==> config.mk <==
export PLATFORM = sky130hd
export DESIGN_NAME = pixel_band_deserializer
export DESIGN_NICKNAME = d
export VERILOG_FILES = /design/src/rtl/deser_pkg.sv /design/src/rtl/pixel_band_deserializer_reg.sv /design/src/rtl/pixel_band_deserializer.sv
export SDC_FILE = /design/constraint.sdc
export NUM_CORES = 1
export LEC_CHECK = 0
export CORE_UTILIZATION = 49
export CTS_BUF_LIST = sky130_fd_sc_hd__clkbuf_8
export CTS_CLUSTER_SIZE = 24
export DETAILED_ROUTE_END_ITERATION = 6
export PLACE_DENSITY = 0.82
export SYNTH_ARGS = -nofsm -noshare
export SYNTH_HDL_FRONTEND = slang
export SYNTH_SLANG_ARGS = --single-unit
export TNS_END_PERCENT = 30
==> constraint.sdc <==
create_clock -name clk -period 2.15 [get_ports clk]
set_input_delay 0.43 -clock clk [delete_from_list [all_inputs] [get_ports clk]]
set_output_delay 0.43 -clock clk [all_outputs]
set_load 0.005 [all_outputs]
==> src/rtl/deser_pkg.sv <==
// Shared types and helpers for the pixel band deserializer.
// Optional two-bank pipelining is enabled by defining DESER_PIPELINE_EN.
package deser_pkg;

`ifdef DESER_PIPELINE_EN
  typedef enum logic [1:0] {
    FILL,
    FULL,
    PEND_FULL
  } state_t;
`else
  typedef enum logic [1:0] {
    FILL,
    FULL
  } state_t;
`endif

  function automatic int unsigned idx_w(
    input int unsigned n
  );
    return (n > 1) ? $clog2(n) : 1;
  endfunction

  function automatic logic slot_sel(
    input int unsigned idx,
    input int unsigned slot
  );
    return idx == slot;
  endfunction

endpackage

==> src/rtl/pixel_band_deserializer_reg.sv <==
// Load-enabled register holding one band slot.
// Ports: clk, rst (async active-low), load, d, q.
module pixel_band_deserializer_reg #(
  parameter int WIDTH = 16
) (
  input  logic             clk,
  input  logic             rst,
  input  logic             load,
  input  logic [WIDTH-1:0] d,
  output logic [WIDTH-1:0] q
);

  always_ff @(posedge clk or negedge rst) begin
    if (!rst) begin
      q <= '0;
    end else if (load) begin
      q <= d;
    end
  end

endmodule

==> src/rtl/pixel_band_deserializer.sv <==
// Serial band samples in, full pixel vector out (valid/ready both sides).
// Ports: clk, rst (async active-low), clear, in_data/in_valid/in_ready,
// out_data/out_valid/out_ready, pixel_cnt. Macro: DESER_PIPELINE_EN.
module pixel_band_deserializer
  import deser_pkg::*;
#(
  parameter int WIDTH     = 16,
  parameter int NUM_BANDS = 8,
  parameter int CNT_WIDTH = 16
) (
  input  logic                       clk,
  input  logic                       rst,
  input  logic                       clear,
  input  logic [WIDTH-1:0]           in_data,
  input  logic                       in_valid,
  output logic                       in_ready,
  output logic [NUM_BANDS*WIDTH-1:0] out_data,
  output logic                       out_valid,
  input  logic                       out_ready,
  output logic [CNT_WIDTH-1:0]       pixel_cnt
);

  localparam int IW = idx_w(NUM_BANDS);
  localparam logic [IW-1:0] LAST = IW'(NUM_BANDS - 1);

  state_t          state, state_nx;
  logic [IW-1:0]   idx, idx_nx;
  logic            accept;
  logic            hs;
  logic            last;
  logic [NUM_BANDS-1:0] load;

  assign accept = in_valid && in_ready;
  assign hs     = out_valid && out_ready;
  assign last   = accept && (idx == LAST);

  always_ff @(posedge clk or negedge rst) begin
    if (!rst) begin
      state     <= FILL;
      idx       <= '0;
      pixel_cnt <= '0;
    end else begin
      state <= state_nx;
      idx   <= idx_nx;
      if (!clear && hs) begin
        pixel_cnt <= pixel_cnt + 1'b1;
      end
    end
  end

  always_comb begin
    for (int k = 0; k < NUM_BANDS; k++) begin
      load[k] = accept && !clear
                && slot_sel(32'(idx), k);
    end
  end

`ifdef DESER_PIPELINE_EN

  logic [WIDTH-1:0] fill_q [NUM_BANDS];
  logic             xfer;

  assign in_ready  = rst && (state != PEND_FULL);
  assign out_valid = (state != FILL);

  // Fill bank moves to the output bank on the last band when the
  // output bank is free, or when a waiting bank sees its handshake.
  assign xfer = !clear
    && ((last && ((state == FILL) || out_ready))
        || ((state == PEND_FULL) && out_ready));

  always_comb begin
    state_nx = state;
    idx_nx   = idx;
    if (clear) begin
      state_nx = FILL;
      idx_nx   = '0;
    end else begin
      if (accept) begin
        idx_nx = last ? '0 : idx + 1'b1;
      end
      unique case (state)
        FILL: begin
          if (last) state_nx = FULL;
        end
        FULL: begin
          if (last) begin
            state_nx = out_ready ? FULL : PEND_FULL;
          end else if (out_ready) begin
            state_nx = FILL;
          end
        end
        PEND_FULL: begin
          if (out_ready) state_nx = FULL;
        end
        default: state_nx = FILL;
      endcase
    end
  end

  for (genvar k = 0; k < NUM_BANDS; k++) begin : g_slot
    logic [WIDTH-1:0] od;

    // The last band bypasses the fill bank unless it is already there.
    if (k == NUM_BANDS - 1) begin : g_byp
      assign od = (state == PEND_FULL) ? fill_q[k] : in_data;
    end else begin : g_fill
      assign od = fill_q[k];
    end

    pixel_band_deserializer_reg #(.WIDTH(WIDTH)) u_fill (
      .clk  (clk),
      .rst  (rst),
      .load (load[k]),
      .d    (in_data),
      .q    (fill_q[k])
    );

    pixel_band_deserializer_reg #(.WIDTH(WIDTH)) u_out (
      .clk  (clk),
      .rst  (rst),
      .load (xfer),
      .d    (od),
      .q    (out_data[k*WIDTH +: WIDTH])
    );
  end

`else

  assign in_ready  = rst && (state == FILL);
  assign out_valid = (state == FULL);

  always_comb begin
    state_nx = state;
    idx_nx   = idx;
    if (clear) begin
      state_nx = FILL;
      idx_nx   = '0;
    end else begin
      unique case (state)
        FILL: begin
          if (accept) begin
            idx_nx = last ? '0 : idx + 1'b1;
            if (last) state_nx = FULL;
          end
        end
        FULL: begin
          if (out_ready) state_nx = FILL;
        end
        default: state_nx = FILL;
      endcase
    end
  end

  for (genvar k = 0; k < NUM_BANDS; k++) begin : g_slot
    pixel_band_deserializer_reg #(.WIDTH(WIDTH)) u_slot (
      .clk  (clk),
      .rst  (rst),
      .load (load[k]),
      .d    (in_data),
      .q    (out_data[k*WIDTH +: WIDTH])
    );
  end

`endif

endmodule

==> qor.csv, run 1 <==
stage;metric;value;unit
setup_path;WP buf/inv;1;
setup_path;crit path launch;state[0]$_DFFE_PN0P_;
die;# rows;39;
grt;vias in the first global route;4037;
yosys;Seq cells post-synth;148;
pwr;leakage power;3.93;nW
worst_hold_path;worst hold path type;in2async;
drt;Pre-antenna DRT Iters;4;
clocking;postcts setup bufs;0;
yosys;net count after synthesis;389;
drt;Vias;3736;
clocking;Reg clk slew, reported paths;70;ps
job;max-cap violations;0;
clocking;clk buf depth;2;
place;DP HPWL;9.72;mm
pwr;Int Pwr;4.72;mW
cells_and_area;Final nets;582;
clocking;CTS tree;yes;
setup_path;crit-path cells;nor2b_1 > clkdlybuf4s50_1;
timing;period utilization;90.1;%
pwr;clock group share of total power;33.8;%
setup_path;Req. time, crit path;1720;ps
drt;remaining antenna violation count;0;
pwr;VDD IR max;496;uV
timing;upper clock frequency limit;0.516;GHz
grt;total grt overflow;0;
die;Die Span Y;111;um
setup_path;CP Launch Type;flip-flop;
clocking;Root Buffer;clkbuf_8;
setup_path;cell family with most CP delay;buffers and inverters;
place;buffers added on ports;166;
timing;setup violators final;0;
setup_path;R2R Setup Slk;450;ps
yosys;cell count after synthesis;361;
die;Die W;111;um
clocking;Resized cells post-CTS;0;
yosys;Async S/R FF share, synth;100;%
drt;Iteration-0 DRC Markers;132;
drt;drc violations;0;
setup_path;CP Class;reg2out;
cells_and_area;ant diodes;0;
pwr;register share of total power;51.0;%
timing;RSZ-0062 raised after global routing;false;
cells_and_area;commonest non-fill, non-tap cell in the layout;clkdlybuf4s50_1;
timing;Worst Tran Pin Value;843;ps
timing;Setup TNS;0;ps
yosys;Mapped Area;5780;um2
outcome;outcome;finished clean;
setup_path;Crit Path Max Fanout;6;
yosys;Post-synth EDFFs;0;
timing;Max Slew Vio Count;0;
yosys;Avg Inst Size Synth;16.0;um2
pwr;Cell Pwr Density;753;nW/um2
clocking;CTS sink cnt;148;
yosys;sequential share of the synthesized area;64.1;%
place;Placed Cells;678;
die;core area;11500;um2
cells_and_area;layout cells sized above 1;27.7;%
yosys;warnings from Yosys;0;
clocking;H-tree depth;4;
clocking;CTS Buf Count;17;
cells_and_area;synthesis-to-layout area growth;41.3;%
clocking;Clock Latency Late Sink;440;ps
timing;Slew Limit Headroom;43.8;%
setup_path;reg2reg start;idx[1]$_DFFE_PN0P_;
grt;initial antenna violation count;0;
place;Placer Congestion;0.763;
cells_and_area;non-filler cells, final;709;
timing;minimum clock period;1940;ps
setup_path;Worst path slowest cell;clkdlybuf4s50_1;
die;die area;12200;um2
clocking;hold_buf cts;0;
drt;Routed WL per cell;19.4;um
pwr;Tot Pwr;6.14;mW
die;num ports;167;
pwr;Gate power share;15.2;%
timing;final hold viol count;0;
drt;routed wire length;13.7;mm
grt;largest net degree at the start of global routing;69;
grt;first-pass GRT wire length;22.4;mm
drt;via/cell ratio;5.27;
grt;GRT Total Usage;24.0;%
pwr;switching fraction of total power;23.2;%
setup_path;Arr. time, crit path;1510;ps
pwr;Psw;1.43;mW
cells_and_area;most frequent cells in the layout;clkdlybuf4s50_1 (165), dfrtp_1 (148), mux2_2 (98);
timing;Worst Clk Skew;10.6;ps
setup_path;CP max stage delay;510;ps
setup_path;Worst Setup End Kind;primary output;
die;Starting Density;50.4;%
yosys;Yosys cell types;32;
yosys;Post-synth top flop;dfrtp_1;
[sequential cells by signal, indices dropped and copies added (netlist names)]
register         cells
g_slot.u_slot.q    128
state                1
pixel_cnt           16
idx                  3
[cell usage after synthesis, types with 2 or more instances]
master | n | share of area, %
ha_1 | 7 | 1.5
xor2_1 | 4 | 0.61
nand2_2 | 3 | 0.32
buf_6 | 3 | 0.58
nand3_1 | 7 | 0.61
mux2_2 | 98 | 19
nand2_1 | 7 | 0.46
mux2_1 | 30 | 5.8
nor2_1 | 6 | 0.39
xnor2_1 | 12 | 1.8
nand2_4 | 3 | 0.58
inv_1 | 5 | 0.32
nand4_1 | 4 | 0.43
buf_4 | 4 | 0.52
dfrtp_1 | 148 | 64
and3_1 | 2 | 0.22
nor3_1 | 3 | 0.26
[layout make-up]
| type | count | area (um2) |
|---|---|---|
| timing repair buffer | 182 | 1880 |
| sequential | 148 | 3700 |
| tap | 143 | 179 |
| clock buffer | 20 | 275 |
| clock inverter | 11 | 110 |
| fill | 799 | 3310 |
| multi-input combinational | 200 | 1990 |
| inverter | 5 | 18.8 |
[power groups by stage]
stage                     Clock, mW  Sequential (mW)  Combinational [mW]
after global routing           2.27             3.16               0.992
final                          2.08             3.13               0.934
after CTS                      2.12             3.13               0.949
after floorplan                   0             3.19               0.234
after global placement            0             3.17               0.921
after detailed placement          0             3.19               0.944
[worst paths after layout]
kind	endpoint	cells past startpoint
max	in_ready	2
min	g_slot[6].u_slot.q[14]$_DFFE_PN0P_	2
max reg2reg	g_slot[3].u_slot.q[8]$_DFFE_PN0P_	5
min reg2reg	pixel_cnt[15]$_DFFE_PN0P_	1
max in group asynchronous	g_slot[1].u_slot.q[5]$_DFFE_PN0P_	3
min in group clk	idx[0]$_DFFE_PN0P_	4
[logic make-up after synthesis]
| group | share of synthesized area [%] |
|---|---|
| compound gates | 0.173 |
| flops | 64.1 |
| simple gates | 5.11 |
| buf+inv | 1.52 |
| mux | 25.1 |
| fa+ha+maj | 1.52 |
| xor+xnor | 2.43 |
[layer usage]
| layer | track usage, % | vias to the layer above | share of wire [%] |
|---|---|---|---|
| met5 | 0 | - | 0 |
| met4 | 10.1 | 0 | 2.1 |
| met3 | 6.15 | 22 | 4.5 |
| met2 | 38.6 | 125 | 51 |
| met1 | 30.8 | 1933 | 43 |
| li1 | - | 1656 | - |
[stage by stage]
| step | area [um2] | hold WS (ps) | utilization [%] | setup WS (ps) |
|---|---|---|---|---|
| 2_1_floorplan | 5780 | 134 | - | 437 |
| 3_3_place_gp | 7770 | 463 | 67.8 | 32.8 |
| 3_5_place_dp | 7770 | 486 | 67.8 | -4.56 |
| 4_1_cts | 8160 | 46.8 | 71.2 | 172 |
| 5_1_grt | 8160 | 69.4 | 71.2 | 116 |
| 6_report | 8160 | 51.6 | 71.2 | 213 |
No activity file was read; power rests on OpenSTA's default activity.
==> inputs of run 2 (changes only) <==
Settings changed: CORE_UTILIZATION 49 to 47, CTS_BUF_LIST sky130_fd_sc_hd__clkbuf_8 to default, PLACE_DENSITY 0.82 to 0.79.
==> run 2 against run 1 <==
Utilization fell by 1.9 points. Hold slack improved by 110 ps. Die area rose by 4.2%. Worst setup slack improved by 21 ps. Critical path depth did not move. Via count fell by 1.8%. Highest routed layer unchanged. Sequential power barely moved. Global-route usage fell by 1.3 points. Register-to-register slack barely moved.
==> qor.csv, run 2 (same netlist as run 1, synthesis figures left out) <==
stage;metric;value;unit
worst_hold_path;worst hold path type;in2async;
grt;vias in the first global route;3887;
die;die area;12700;um2
cells_and_area;largest registers;g_slot.u_slot.q: 128 flops, pixel_cnt: 16 flops, idx: 3 flops;
drt;routed wire length;13.4;mm
place;Placer Congestion;0.775;
timing;RSZ-0062 raised after global routing;false;
setup_path;Crit Path Max Fanout;6;
die;# rows;40;
timing;period utilization;89.1;%
timing;upper clock frequency limit;0.522;GHz
cells_and_area;ant diodes;0;
clocking;Root Buffer;clkbuf_16;
drt;via/cell ratio;5.18;
cells_and_area;Largest register FFs;128;
clocking;Clock Latency Late Sink;420;ps
drt;Routed WL per cell;19.0;um
drt;Vias;3669;
pwr;Int Pwr;5.38;mW
pwr;Cell Pwr Density;826;nW/um2
pwr;clock group share of total power;40.6;%
cells_and_area;commonest non-fill, non-tap cell in the layout;clkdlybuf4s50_1;
cells_and_area;most frequent cells in the layout;clkdlybuf4s50_1 (165), dfrtp_1 (148), mux2_2 (98);
outcome;outcome;finished clean;
timing;Worst Clk Skew;9.04;ps
drt;Iteration-0 DRC Markers;137;
timing;final hold viol count;0;
clocking;CTS sink cnt;148;
die;num ports;167;
grt;total grt overflow;0;
clocking;Reg clk slew, reported paths;60;ps
setup_path;worst reg-to-reg path cell count;4;
pwr;VDD IR max;476;uV
timing;minimum clock period;1920;ps
grt;met3 Resource Use GR;5.57;%
drt;Pre-antenna DRT Iters;4;
cells_and_area;synthesis-to-layout area growth;44.0;%
grt;initial antenna violation count;0;
clocking;CTS tree;yes;
drt;remaining antenna violation count;0;
drt;drc violations;0;
timing;Slew Limit Headroom;52.8;%
job;max-cap violations;0;
grt;met2 Use GR;37.8;%
pwr;leakage power;3.98;nW
grt;GRT Total Usage;22.7;%
die;Die Span Y;113;um
setup_path;CP Launch Type;flip-flop;
pwr;switching fraction of total power;21.7;%
cells_and_area;fillers;886;
setup_path;reg2reg start;state[0]$_DFFE_PN0P_;
pwr;Psw;1.49;mW
die;Starting Density;48.1;%
setup_path;CP Class;reg2out;
place;DP HPWL;9.18;mm
place;Placed Cells;677;
grt;first-pass GRT wire length;21.5;mm
clocking;postcts setup bufs;0;
timing;setup violators final;0;
setup_path;R2R Setup Slk;460;ps
setup_path;Critical R2R Capture;g_slot[4].u_slot.q[14]$_DFFE_PN0P_;
cells_and_area;non-filler cells, final;708;
timing;Worst Tran Pin Value;708;ps
grt;met1 Use GR;28.1;%
clocking;CTS Buf Count;17;
clocking;H-tree depth;4;
clocking;clk buf depth;2;
setup_path;Worst Setup End Kind;primary output;
cells_and_area;layout cells sized above 1;26.6;%
timing;Max Slew Vio Count;0;
pwr;register share of total power;45.7;%
pwr;Gate power share;13.7;%
grt;Most Used Layer, Global Route;met2;
place;buffers added on ports;166;
cells_and_area;post-layout utilization of the core;69.2;%
grt;largest net degree at the start of global routing;139;
cells_and_area;Largest Register;g_slot.u_slot.q;
setup_path;Req. time, crit path;1720;ps
cells_and_area;Final nets;578;
die;Die W;113;um
setup_path;Arr. time, crit path;1490;ps
die;core area;12000;um2
==> run 2: changes by cell type in the layout (fill, tap and decap cells not counted) <==
cell / delta
bufinv_16: -1
clkinvlp_4: -1
buf_4: -5
clkbuf_1: +3
clkinv_4: -1
dlygate4sd3_1: +1
inv_1: -1
clkinv_2: -3
clkbuf_16: +17
clkbuf_8: -14
==> run 2: cell type report <==
class | instances | area, um2 | area share, %
well taps | 147 | 184 | 2.21
inverters | 5 | 18.8 | 0.226
clock inverters | 4 | 45.0 | 0.542
flip-flops and latches | 148 | 3700 | 44.5
clock buffers | 26 | 519 | 6.24
repair buffers | 178 | 1860 | 22.3
multi-input cells | 200 | 1990 | 23.9
==> run 2: worst max path at each step <==
stage	cells after the start	slack, ps	to	start
global placement	6	70	g_slot[2].u_slot.q[15]$_DFFE_PN0P_	clear
detailed placement	5	-30	pixel_cnt[15]$_DFFE_PN0P_	clear
global route	2	170	in_ready	state[0]$_DFFE_PN0P_
floorplan	5	440	g_slot[3].u_slot.q[10]$_DFFE_PN0P_	idx[1]$_DFFE_PN0P_
finish	2	230	in_ready	state[0]$_DFFE_PN0P_
CTS	2	210	in_ready	state[0]$_DFFE_PN0P_
==> run 2: what timing repair did <==
item                      4_1_cts  5_1_grt
resized for setup               0        0
hold buffers                    1        0
hold endpoints to repair       10        0
==> run 2: per-stage QoR <==
step / total power, mW / TNS [ps] / instance area, um2 / hold slack [ps] / setup WS (ps)
final: 6.87 / 0 / 8320 / 165 / 234
after floorplan: 3.43 / 0 / 5780 / 134 / 437
after CTS: 6.95 / 0 / 8320 / 212 / 213
after detailed placement: 4.13 / -33.8 / 7740 / 266 / -33.8
after global placement: 4.10 / 0 / 7740 / 264 / 67.8
after global routing: 7.14 / 0 / 8320 / 249 / 172
==> run 2: critical path, cell delays in order, from the launching register on <==
cell	delay, ps
dfrtp_1	430
nor2b_1	130
clkdlybuf4s50_1	510
==> run 2: metal layers <==
layer,share of wire [%],up-vias
li1,-,1654
met1,43,1882
met2,49,113
met3,5.2,20
met4,2.2,0
met5,0,-
==> run 2: power groups by stage <==
stage / combinational (mW) / clock [mW] / sequential [mW]
after floorplan: 0.234 / 0 / 3.19
after global placement: 0.927 / 0 / 3.17
after detailed placement: 0.948 / 0 / 3.18
after CTS: 0.955 / 2.86 / 3.14
after global routing: 0.997 / 2.98 / 3.16
final: 0.940 / 2.79 / 3.14
